**src/rtl/truth_table_capture.sv**
```systemverilog
// Sweeps every minterm of an N_IN-input combinational block, samples its 1-bit response and
// hands the assembled truth table off over valid/ready. Optional checker: TRUTH_TABLE_CAPTURE_EXPECT_EN.
module truth_table_capture #(
  parameter  int N_IN          = 4,
  parameter  int SETTLE_CYCLES = 1,
  localparam int TW            = 2 ** N_IN
) (
  input  logic            clk,
  input  logic            reset,
  input  logic            start,
  output logic            busy,
  output logic [N_IN-1:0] abcd,
  input  logic            s,
  output logic [TW-1:0]   table_out,
  output logic [N_IN:0]   ones_count,
  output logic            table_valid,
  input  logic            table_ready
`ifdef TRUTH_TABLE_CAPTURE_EXPECT_EN
  ,
  input  logic [TW-1:0]   expected,
  output logic            mismatch,
  output logic [TW-1:0]   mismatch_mask
`endif
);

  typedef enum logic [1:0] {
    ST_IDLE,
    ST_SWEEP,
    ST_DONE
  } state_t;

  localparam logic [3:0]      SETTLE   = 4'(SETTLE_CYCLES);
  localparam logic [N_IN-1:0] LAST_IDX = {N_IN{1'b1}};

  state_t          r_state, w_state_next;
  logic [N_IN-1:0] r_idx, w_idx_next;
  logic [3:0]      r_wait, w_wait_next;
  logic [TW-1:0]   r_table, w_table_next;
  logic [N_IN:0]   r_ones, w_ones_next;
  logic            r_valid, w_valid_next;

  always_ff @(posedge clk) begin
    if (reset) begin
      r_state <= ST_IDLE;
      r_idx   <= '0;
      r_wait  <= '0;
      r_table <= '0;
      r_ones  <= '0;
      r_valid <= 1'b0;
    end else begin
      r_state <= w_state_next;
      r_idx   <= w_idx_next;
      r_wait  <= w_wait_next;
      r_table <= w_table_next;
      r_ones  <= w_ones_next;
      r_valid <= w_valid_next;
    end
  end

  always_comb begin
    w_state_next = r_state;
    w_idx_next   = r_idx;
    w_wait_next  = r_wait;
    w_table_next = r_table;
    w_ones_next  = r_ones;
    w_valid_next = r_valid;
    case (r_state)
      ST_IDLE: begin
        if (start) begin
          w_state_next = ST_SWEEP;
          w_idx_next   = '0;
          w_wait_next  = '0;
          w_table_next = '0;
          w_ones_next  = '0;
        end
      end
      ST_SWEEP: begin
        if (r_wait != SETTLE) begin
          w_wait_next = r_wait + 4'd1;
        end else begin
          // Last edge of this minterm's hold window: the FUT output has settled.
          w_table_next[r_idx] = s;
          w_ones_next         = r_ones + {{N_IN{1'b0}}, s};
          w_wait_next         = '0;
          if (r_idx == LAST_IDX) begin
            w_state_next = ST_DONE;
            w_valid_next = 1'b1;
          end else begin
            w_idx_next = r_idx + 1'b1;
          end
        end
      end
      ST_DONE: begin
        if (table_ready) begin
          w_state_next = ST_IDLE;
          w_valid_next = 1'b0;
          w_idx_next   = '0;
        end
      end
      default: w_state_next = ST_IDLE;
    endcase
  end

  assign busy        = (r_state != ST_IDLE);
  assign abcd        = r_idx;
  assign table_out   = r_table;
  assign ones_count  = r_ones;
  assign table_valid = r_valid;

`ifdef TRUTH_TABLE_CAPTURE_EXPECT_EN
  logic [TW-1:0] r_expected;
  logic          r_mismatch;
  logic [TW-1:0] r_mismatch_mask;
  logic          w_start_acc;
  logic          w_enter_done;
  logic [TW-1:0] w_diff;

  assign w_start_acc  = (r_state == ST_IDLE) && start;
  assign w_enter_done = (r_state == ST_SWEEP) && (w_state_next == ST_DONE);
  // Compare against the table including the bit captured on this same edge.
  assign w_diff       = w_table_next ^ r_expected;

  always_ff @(posedge clk) begin
    if (reset) begin
      r_expected      <= '0;
      r_mismatch      <= 1'b0;
      r_mismatch_mask <= '0;
    end else if (w_start_acc) begin
      r_expected      <= expected;
      r_mismatch      <= 1'b0;
      r_mismatch_mask <= '0;
    end else if (w_enter_done) begin
      r_mismatch      <= |w_diff;
      r_mismatch_mask <= w_diff;
    end
  end

  assign mismatch      = r_mismatch;
  assign mismatch_mask = r_mismatch_mask;
`endif

endmodule

```
**config.mk**
```make
export PLATFORM = sky130hd
export DESIGN_NAME = truth_table_capture
export DESIGN_NICKNAME = d
export VERILOG_FILES = /design/src/rtl/truth_table_capture.sv
export SDC_FILE = /design/constraint.sdc
export NUM_CORES = 1
export LEC_CHECK = 0
export ABC_AREA = 1
export BUFFER_PORTS_ARGS = -buffer_cell sky130_fd_sc_hd__buf_2
export CAP_MARGIN = 20
export CORE_ASPECT_RATIO = 0.5
export CORE_MARGIN = 5
export CORE_UTILIZATION = 50
export DETAILED_ROUTE_END_ITERATION = 8
export GPL_TIMING_DRIVEN = 0
export PLACE_DENSITY = 0.73
export SLEW_MARGIN = 20
export SYNTH_ARGS = -nofsm -noshare
export SYNTH_HDL_FRONTEND = slang
export SYNTH_SLANG_ARGS = --single-unit
```
**constraint.sdc**
```tcl
create_clock -name clk -period 1.21 [get_ports clk]
set_input_delay 0.1815 -clock clk [delete_from_list [all_inputs] [get_ports clk]]
set_output_delay 0.1815 -clock clk [all_outputs]
set_load 0.05 [all_outputs]
```
* Yosys cells after proc, flatten, opt, wreduce, memory -nomap -nowiden
Index checks and enable logic that the tools add are counted.
Storage, ports and cells: register bits after elaboration 32, bits of input ports 5, output and inout bits 27, word-level logic and storage cells 56
Operators by class: add/sub/neg operators 3, magnitude comparators 2, equal/unequal tests 9, muxes and demuxes 25, reduce and logical (&&, ||, !) cells 11
Operators by type and width (count):
- two-way mux 16 bit | 2
- one-hot mux 16 bit (2 select lines) | 1
- two-way mux 4 bit | 5
- bitwise mux 16 bit | 1
- one-hot mux 4 bit (3 select lines) | 1
- two-way mux 5 bit | 2
- != test 2 bit, second input constant | 5
- one-hot mux 5 bit (2 select lines) | 1
- adder 4 x 1 -> 4 bit, second input constant | 2
- two-way mux 2 bit | 4
- one-hot mux 4 bit (2 select lines) | 1
- AND reduction 4 bit | 2
- one-hot mux 2 bit (3 select lines) | 1
- nonzero test 2 bit | 3
- adder 5 x 1 -> 5 bit | 1
- less-than comparator 4 x 5 -> 1 bit, second input constant | 1
- AND reduction 5 bit | 1
- demux 1 bit (select 4 bit) | 1
- == test 4 bit, second input constant | 1
- >= comparator 4 x 1 -> 1 bit, second input constant | 1
- two-way mux 1 bit | 4
- != test 4 x 1 -> 1 bit, second input constant | 1
- AND reduction 3 bit | 1
- nonzero test 3 bit | 1
- other kinds (6) | 6

* Logic depth before layout (Yosys ltp)
Gate-level depths: netlist (run 1).
word-level depth 7, gate-level depth with buffers 9, depth with buffers taken out 9

* Worst setup path before layout (run 1)
OpenSTA, ideal clock, no wires.
path kind reg2reg, from reg r_idx[1], in the netlist abcd[1], to reg r_idx[3], in the netlist abcd[3], setup time 0.113 ns, data arrival time 1.537 ns, required time 1.097 ns, path slack -0.440 ns, cell stages (with the launch flop) 9, buffers on the path 0, period minus slack after synthesis 1.650 ns, path through dfxtp_1 ha_1 nand3_1 nand2_1 nand2_1 nand3_1 nand2_1 nand2_1 nor2_1
On the way: cells in the longest elaborated chain, start to end 4, elaborated cells on any way between the ends 7, those cells by class add/sub: 1; eq/ne: 2; mux: 3; reduce/logical: 1
Ends and longest elaborated chain:
- start, declared | RTL line 36 | logic [N_IN-1:0] r_idx, w_idx_next;
- start signal, assigned | RTL line 52 | r_idx <= w_idx_next;
- adder 4 x 1 -> 4 bit | RTL line 89 | w_idx_next = r_idx + 1'b1;
- two-way mux 4 bit | RTL line 85 | if (r_idx == LAST_IDX) begin
- two-way mux 4 bit | RTL line 78 | if (r_wait != SETTLE) begin
- one-hot mux 4 bit (3 select lines) | RTL line 67 | case (r_state)
Several ways; a longest one is shown, not always the timed one. The select of a mux whose other input is x is not followed. A chain may end at the register's enable or synchronous reset.

* Final worst setup path (run 1)
from reg r_state[1], to reg r_table[2], in the netlist table_out[2]
On the way: cells in the longest elaborated chain, start to end 3, elaborated cells on any way between the ends 7, those cells by class eq/ne: 3; mux: 1; reduce/logical: 3
Ends and longest elaborated chain:
- start, declared | RTL line 35 | state_t r_state, w_state_next;
- start signal, assigned | RTL line 51 | r_state <= w_state_next;
- == test 2 x 1 -> 1 bit or zero test 2 bit (tied branches) | RTL line 67
- != test 2 bit (no line) or nonzero test 2 bit (tied branches)
- AND reduction 3 bit (no line)
- end signal, assigned | RTL line 54 | r_table <= w_table_next;
- end, declared | RTL line 38 | logic [TW-1:0] r_table, w_table_next;
Several ways; a longest one is shown, not always the timed one.

==> results.cfg, run 1 <==
[setup_path]
worstReg2RegStart = r_state[1]$_SDFFE_PP0P_
r2r_setup_slack_ns = -0.16
cp-end-kind = flip-flop
r2r-end = table_out[2]$_SDFFE_PP0P_
critPathMaxFanout = 10
arrival_ns = 1.59
cp.required_ns = 1.42
crit_path_start = r_state[1]$_SDFFE_PP0P_
endpoint = table_out[2]$_SDFFE_PP0P_
startpoint_type = flip-flop
critical_path_class = reg -> reg
reg2regPathDepth = 9

[pwr]
pwr-share-comb_pct = 28.4
seq_power_share_pct = 42.6
ir_worst_vdd_uv = 492
p_clk_share_pct = 28.9
power_density_mw_per_mm2 = 1110
p_int_mw = 1.74
swShare_pct = 34.6
p_leak_nw = 1.17
p_sw_mw = 0.923

[synth]
netlist_instances = 280
synth_warnings = 0
synth_area_mm2 = 0.00182
ys_ff_latch = 32
syn_nets = 293
synth.distinct_cells = 25
syn_avg_cell_area_um2 = 6.50
ys_seq_area_share_pct = 35.2

[final_layout]
fin_cells = 379
post-route-util_pct = 69.3
final_nets = 341
drive_gt1_share_pct = 33.2
area_delta_synth_final_pct = 32.2
n_antenna_cell = 0
final_cell_mix = nand2_1 (83), nor2_1 (38), buf_2 (29)
final_common_cell = nand2_1

[outcome]
outcome = complete, but fails checks
violations = setup timing

[die]
rows = 15
initial_utilization_pct = 52.4
dieArea_mm2 = 0.00502
coreArea_mm2 = 0.00347
die_w_um = 95.3
dieHeight_um = 52.7
io_pins = 32

[worst_hold_path]
holdCritPathClass = in -> reg
whs_path_depth = 2

[route]
drc = 0
top_layer = met4
drt_pre_antenna_iters = 4
vias = 1879
wl_met2_mm = 2.17
drt_iter0_drc = 68
drt_wl_total_mm = 4.55
ant_nets = 0
met1_length_mm = 2.12
wl_per_cell_um = 12.0
via_per_inst = 4.96
routed-wl-met3_um = 239

[clock_network]
ctsHoldBuffers = 0
clk_path_buf_depth = 2
path_clk_slew_ns = 0.07
cts_buffers = 5
clk_latency_ns = 0.28
cts_tree = built
h-tree-depth = 2
clock-sinks = 32
cts_root_buf = clkbuf_8

[global_routing]
grt_max_degree = 11
overflow = 0
antenna_found_initial = 0
grt.total_usage_pct = 19.8
grt_pass1_wl_mm = 7.62
grt_pass1_vias = 1728

[sta]
clock_skew_ns = 0.00658
period_needed_ns = 1.37
setup_viol = 26
final_hold_viol_count = 0
tightest_slew_ns = 0.531
fin_crit_sh_pct = 113
grt_setup_unrepaired = yes
slew_headroom_pct = 64.6
fmax_mhz = 728
whs_ns = 0.242
worst_slack_ns = -0.163
drv_slew = 0

[placed_design]
dp.cells = 361
place.gp.congestion = 0.850
hpwl_mm = 3.28
portBuffers = 30

[job]
maxCapViolations = 0
## area by class of cell
cell class | instances | area [µm²]
plain buffers | 9 | 76.3
clock buffers | 6 | 72.6
clock inverters | 1 | 5.00
fillers | 293 | 1060
inverters | 32 | 120
multi-input cells | 206 | 1140
flip-flops and latches | 32 | 676
well taps | 51 | 63.8
repair buffers | 42 | 254
## routing by layer
layer  track usage (%)  vias up
li1                  -      956
met1              24.7      877
met2              34.0       42
met3              4.73        4
met4              5.74        0
met5                 0        -
## cell usage after synthesis
library cell  count  area share (%)
and3_1            1            0.34
dfxtp_1          32              35
o22ai_1           1            0.34
nand2_1          91              19
inv_1            28             5.8
buf_6             2             1.2
nand4_1           2            0.69
xor2_1            2            0.96
nor2_1           42             8.7
o21ai_4           1            0.89
ha_1              8             5.5
a21oi_2           3             1.4
o21ai_0           3            0.82
nand2_4           3             1.9
nand3_1          21             5.8
buf_2             1            0.27
nor3_1            1            0.27
nor2_2            2            0.69
o21ai_1           3            0.82
nor2_4            2             1.2
nand2_2           4             1.4
a21oi_1          16             4.4
buf_4             2            0.82
clkbuf_1          5             1.0
inv_2             4            0.82
## worst max-delay path: stages (launching register included)
cell and delay [ns]:
dfxtp_4 0.37, buf_6 0.12, nor2_4 0.11, nand2_4 0.10, buf_8 0.16, nand2_4 0.09, nand2_4 0.07, nor2_4 0.10
nand2_1 0.07, a21oi_2 0.11
## power groups by stage
stage / clock network (mW) / logic [mW] / registers, mW
global route: 0.842 / 0.826 / 1.14
CTS: 0.791 / 0.723 / 1.12
global placement: 0 / 0.642 / 1.15
detailed placement: 0 / 0.654 / 1.15
floorplan: 0 / 0.444 / 1.22
finish: 0.771 / 0.758 / 1.14
## how the worst min path moves through the flow
stage / start / to / slack [ns]
3_5_place_dp: table_out[12]$_SDFFE_PP0P_ / table_out[12]$_SDFFE_PP0P_ / 0.45
3_3_place_gp: table_out[0]$_SDFFE_PP0P_ / table_out[0]$_SDFFE_PP0P_ / 0.45
5_1_grt: reset / table_out[13]$_SDFFE_PP0P_ / 0.24
6_report: reset / table_out[13]$_SDFFE_PP0P_ / 0.24
4_1_cts: table_ready / table_valid$_SDFFE_PP0P_ / 0.28
2_1_floorplan: table_ready / r_state[1]$_SDFFE_PP0P_ / 0.45
## through the flow
stage	TNS (ns)	total power, mW	area [µm²]	worst slack [ns]
after detailed placement	-4.06	1.81	2150	-0.190
after floorplan	-0.0575	1.67	1940	-0.0112
after CTS	-1.88	2.64	2320	-0.108
after global routing	-5.05	2.81	2410	-0.246
final	-2.86	2.67	2410	-0.163
after global placement	-3.66	1.79	2150	-0.191
## registers in the layout (all words and copies together) (netlist names)
register and flops:
table_valid 1, r_wait 4, r_state 2, ones_count 5
abcd 4, table_out 16
## cell families after synthesis
group	after synthesis	synth area share (%)
compound gates	27	8.73
xor+xnor	2	0.962
fa+ha+maj	8	5.50
buf+inv	42	9.96
flops	32	35.2
simple gates	169	39.7
## repair_timing
action / CTS / global route
pin swaps: 5 / 0
setup buffers: 7 / 4
endpoints found under the setup margin: 28 / 32
cloned: 1 / 0
endpoints found under the hold margin: 0 / 0
resized for setup: 13 / 19
Power figures use the tool's default switching activity.
==> run 2: changes to the inputs <==
- CORE_UTILIZATION: 50 -> 52
- CTS_BUF_LIST: default -> sky130_fd_sc_hd__clkbuf_2 sky130_fd_sc_hd__clkbuf_4 sky130_fd_sc_hd__clkbuf_8
- PLACE_DENSITY: 0.73 -> 0.76
==> results.cfg, run 2 (synthesized netlist as in run 1, its figures left out) <==
[sta]
clock_skew_ns = 0.00592
grt_setup_unrepaired = yes
final_hold_viol_count = 0
fin_crit_sh_pct = 110
setup_viol = 26
fmax_mhz = 752
drv_slew = 0
period_needed_ns = 1.33
slew_headroom_pct = 61.5
tightest_slew_ns = 0.577
worst_slack_ns = -0.121

[outcome]
outcome = complete, but fails checks
violations = setup timing

[job]
maxCapViolations = 0

[pwr]
p_clk_share_pct = 34.4
pwr-share-comb_pct = 28.1
seq_power_share_pct = 37.6
power_density_mw_per_mm2 = 1190
power_mw = 3.03
p_int_mw = 2.02
p_sw_mw = 1.01
ir_worst_vdd_uv = 904
swShare_pct = 33.3
p_leak_nw = 1.24

[clock_network]
clk_latency_ns = 0.29
h-tree-depth = 2
clk_path_buf_depth = 2
cts_root_buf = clkbuf_8
clock-sinks = 32
cts_tree = built
cts_buffers = 5
ctsHoldBuffers = 0
path_clk_slew_ns = 0.07

[final_layout]
area_delta_synth_final_pct = 39.7
final_cell_mix = nand2_1 (68), nor2_1 (35), buf_2 (29)
final_nets = 343
final_common_cell = nand2_1
largest_reg_flops = 16
post-route-util_pct = 74.8
n_antenna_cell = 0
drive_gt1_share_pct = 40.8

[setup_path]
cp.required_ns = 1.43
reg2regPathDepth = 9
r2r_setup_slack_ns = -0.12
arrival_ns = 1.56
endpoint = table_out[7]$_SDFFE_PP0P_
r2r-end = table_out[7]$_SDFFE_PP0P_
worstReg2RegStart = r_wait[1]$_SDFFE_PP0P_
crit_path_start = r_wait[1]$_SDFFE_PP0P_
startpoint_type = flip-flop
critical_path_class = reg -> reg
cp-end-kind = flip-flop
critPathMaxFanout = 4

[route]
ant_nets = 0
drt_pre_antenna_iters = 4
drc = 0
vias = 1912
via_per_inst = 5.01
wl_per_cell_um = 13.0
drt_iter0_drc = 110
drt_wl_total_mm = 4.95

[global_routing]
grt.total_usage_pct = 21.6
antenna_found_initial = 0
overflow = 0
grt_max_degree = 11
grt_pass1_vias = 1854
grt_pass1_wl_mm = 8.16

[die]
die_w_um = 93.7
coreArea_mm2 = 0.00340
rows = 15
dieHeight_um = 51.8
io_pins = 32
initial_utilization_pct = 53.6
dieArea_mm2 = 0.00486

[worst_hold_path]
holdCritPathClass = in -> reg
whs_path_depth = 4

[placed_design]
dp_slack_ns = -0.168
portBuffers = 30
hpwl_mm = 3.16
place.gp.congestion = 0.852
run 2: changes by cell type in the layout (fill, tap and decap cells not counted), sizes merged:
cell,change
buf,+3
bufinv,+1
clkbuf,-1
run 2: timing repair:
action                                  4_1_cts  5_1_grt
cloned                                        1        0
buffers inserted                             12        2
endpoints found under the hold margin         0        0
pin swaps                                     7        9
endpoints found under the setup margin       28       32
gates resized for setup                      30       31
run 2: critical path, cell delays in order, from the launching register on:
cell and delay [ns]:
dfxtp_2 0.33, inv_2 0.07, ha_4 0.13, nand2_4 0.07, o21ai_4 0.23, buf_6 0.17
nand2_2 0.06, nand2_1 0.06, nand2_1 0.05, nor2_1 0.11
run 2: stage by stage:
stage                     hold WS (ns)  area [µm²]  instances  setup TNS (ns)
after detailed placement         0.451        2150        361           -3.51
after floorplan                  0.448        1940        280         -0.0575
after global placement           0.447        2150        361           -3.44
after global routing             0.340        2540        382           -3.91
final                            0.313        2540        382           -1.78
after CTS                        0.276        2440        381           -1.25
run 2: per-layer routing:
metal  wire [µm]  GRT usage (%)  vias up
li1            -              -      964
met1        2190           26.0      874
met2        2390           37.3       61
met3         260           4.77       13
met4         108           10.1        0
met5           0              0        -
run 2: how the worst min path moves through the flow:
| stage | start | end | slack, ns |
|---|---|---|---|
| after CTS | table_ready | table_valid$_SDFFE_PP0P_ | 0.28 |
| after global routing | table_ready | r_state[1]$_SDFFE_PP0P_ | 0.34 |
| after global placement | table_out[1]$_SDFFE_PP0P_ | table_out[1]$_SDFFE_PP0P_ | 0.45 |
| final | table_ready | r_state[1]$_SDFFE_PP0P_ | 0.31 |
| after detailed placement | table_out[0]$_SDFFE_PP0P_ | table_out[0]$_SDFFE_PP0P_ | 0.45 |
| after floorplan | table_ready | r_state[1]$_SDFFE_PP0P_ | 0.45 |
run 2: power groups by stage:
| stage | Combinational, mW | Sequential [mW] | Clock [mW] |
|---|---|---|---|
| 6_report | 0.851 | 1.14 | 1.04 |
| 5_1_grt | 0.921 | 1.14 | 1.12 |
| 4_1_cts | 0.757 | 1.13 | 1.06 |
| 3_5_place_dp | 0.651 | 1.15 | 0 |
| 3_3_place_gp | 0.639 | 1.15 | 0 |
| 2_1_floorplan | 0.444 | 1.22 | 0 |
run 2: layout make-up:
cell class	instances	area, µm²
timing repair buffer	44	269
sequential	32	677
clock inverter	2	35.0
clock buffer	6	76.3
tap	51	63.8
multi-input combinational	206	1220
inverter	32	123
fill	247	855
buffer	9	75.1
==> run 3: changes to the inputs <==
- ABC_AREA: 1 -> default
- CORE_UTILIZATION: 52 -> 51
- PLACE_DENSITY: 0.76 -> 0.75
- SLEW_MARGIN: 20 -> default
==> results.cfg, run 3 <==
[die]
dieHeight_um = 50.2
io_pins = 32
rows = 14
dieArea_mm2 = 0.00454
die_w_um = 90.5
initial_utilization_pct = 54.1
coreArea_mm2 = 0.00305

[route]
ant_nets = 0
vias = 1941
wl_per_cell_um = 23.1
drt_iter0_drc = 157
via_per_inst = 6.58
drt_wl_total_mm = 6.81
drt_pre_antenna_iters = 5
drc = 0

[clock_network]
clk_latency_ns = 0.30
cts_buffers = 5
ctsHoldBuffers = 0
cts_tree = built
path_clk_slew_ns = 0.08
clock-sinks = 32
clk_path_buf_depth = 2
h-tree-depth = 2
cts_root_buf = clkbuf_8

[final_layout]
nFillCells = 133
final_area_mm2 = 0.00270
drive_gt1_share_pct = 58.4
n_antenna_cell = 0
final_nets = 267
final_cell_mix = buf_2 (30), dfxtp_1 (19), buf_4 (17)
final_common_cell = buf_2
largest_reg_flops = 16
area_delta_synth_final_pct = 63.8

[pwr]
seq_power_share_pct = 40.4
power_density_mw_per_mm2 = 972
p_leak_nw = 1.11
p_clk_share_pct = 40.7
p_int_mw = 1.89
pwr-share-comb_pct = 18.9
ir_worst_vdd_uv = 1110
swShare_pct = 28.1
p_sw_mw = 0.739

[synth]
synth_area_mm2 = 0.00165
synth_common_cells = dfxtp_1 (32), a21oi_1 (16), nand2_1 (16)
synth_area_leaders = dfxtp_1 (39%), ha_1 (6.1%), a21oi_1 (4.9%), mux2i_1 (4.2%), nand3_1 (4.2%)
async_flop_share_pct = 0
synth.most_common_cell = dfxtp_1
ys_ff_latch = 32
synth.top_cell.area_share_pct = 38.8
syn_nets = 200
synth_warnings = 0
ys_seq_area_share_pct = 38.8
yosys_most_used_dff = dfxtp_1
netlist_instances = 187
synth.distinct_cells = 47
synth_edf_count = 0
synth_area_leader_cell = dfxtp_1
syn_avg_cell_area_um2 = 8.83

[setup_path]
cp.required_ns = 1.39
critPathMaxFanout = 3
cp-end-kind = flip-flop
arrival_ns = 1.86
critical_path_class = reg -> reg
startpoint_type = flip-flop

[sta]
grt_setup_unrepaired = yes
slew_headroom_pct = 50.5
period_needed_ns = 1.68
final_hold_viol_count = 0
clock_skew_ns = 0.00530
drv_slew = 0
worst_slack_ns = -0.467
whs_ns = 0.186
setup_viol = 33
tightest_slew_ns = 0.742
fin_crit_sh_pct = 139
fmax_mhz = 596

[placed_design]
dp_slack_ns = -0.499
place.gp.congestion = 0.837
placed_area_mm2 = 0.00199
portBuffers = 31
hpwl_mm = 3.05

[global_routing]
overflow = 0
grt_max_degree = 12
grt_pass1_vias = 1865
grt_pass1_wl_mm = 9.69
antenna_found_initial = 0
grt.total_usage_pct = 26.8

[worst_hold_path]
holdCritPathClass = in -> reg

[outcome]
outcome = complete, but fails checks
violations = setup timing

[job]
maxCapViolations = 0
==> run 3: changes by cell type after synthesis, moves of 4 or more <==
| cell | delta |
|---|---|
| a32o_1 | +6 |
| nand2_1 | -75 |
| mux2i_1 | +7 |
| nor3_1 | +5 |
| nor2_1 | -29 |
| inv_1 | -22 |
| inv_2 | -4 |
| nand3_1 | -7 |
| nand2b_1 | +5 |
==> run 3: final cells by class <==
type | instances | area, µm² | area share (%)
flip-flops and latches | 32 | 677 | 25.0
repair buffers | 61 | 462 | 17.1
clock buffers | 5 | 68.8 | 2.55
inverters | 6 | 22.5 | 0.833
clock inverters | 3 | 41.3 | 1.53
multi-input cells | 139 | 1280 | 47.4
plain buffers | 9 | 101 | 3.75
well taps | 40 | 50.0 | 1.85
==> run 3: per-stage QoR <==
| stage | instances | util [%] | power [mW] | setup TNS, ns |
|---|---|---|---|---|
| 2_1_floorplan | 187 | - | 1.26 | -3.87 |
| 3_3_place_gp | 258 | 65.3 | 1.32 | -9.41 |
| 3_5_place_dp | 258 | 65.3 | 1.32 | -9.92 |
| 4_1_cts | 286 | 82.5 | 2.50 | -6.82 |
| 5_1_grt | 295 | 88.7 | 2.71 | -11.55 |
| 6_report | 295 | 88.7 | 2.63 | -10.15 |
==> run 3: power by group through the flow <==
stage               combinational, mW  sequential, mW  clock (mW)
floorplan                       0.161            1.10           0
detailed placement              0.230            1.09           0
global route                    0.513            1.06        1.13
CTS                             0.394            1.06        1.04
global placement                0.225            1.09           0
finish                          0.497            1.06        1.07
==> run 3: cell families (layout without fill, tap and decap cells) <==
family	Yosys count	after routing	share of synthesized area, %
flops	32	32	38.8
buf+inv	16	84	4.62
fa+ha+maj	8	8	6.07
simple gates	82	82	28.9
mux	8	8	4.93
compound gates	39	39	15.6
xor+xnor	2	2	1.06
==> run 3: layer usage <==
| layer | global-route usage [%] | wire (µm) | vias to the layer above |
|---|---|---|---|
| li1 | - | - | 813 |
| met1 | 32.0 | 2710 | 936 |
| met2 | 45.4 | 3110 | 149 |
| met3 | 7.16 | 665 | 43 |
| met4 | 13.6 | 323 | 0 |
| met5 | 0 | 0 | - |
==> run 3: what timing repair did <==
action,4_1_cts,5_1_grt
gates cloned,2,0
resized for setup,62,25
setup endpoints to repair,32,33
pin swaps,19,11
setup buffers,20,9
==> run 3: worst max-delay path: stages (launching register included) <==
cell and delay (ns):
dfxtp_2 0.34, inv_2 0.07, ha_4 0.15, nand4bb_4 0.16, or3b_4 0.44, nand2_4 0.09, mux2_4 0.30
==> run 3: path summary, 6_finish.rpt <==
| kind | from | endpoint | slack (ns) | cells after the start |
|---|---|---|---|---|
| min | table_ready | r_state[1]$_SDFFE_PP0P_ | 0.19 | 3 |
| min reg2reg | table_out[8]$_SDFFE_PP0P_ | table_out[8]$_SDFFE_PP0P_ | 0.47 | 2 |
| max | r_wait[1]$_SDFFE_PP0P_ | abcd[1]$_SDFFE_PP0P_ | -0.47 | 6 |
| max reg2reg | r_wait[1]$_SDFFE_PP0P_ | abcd[1]$_SDFFE_PP0P_ | -0.47 | 6 |
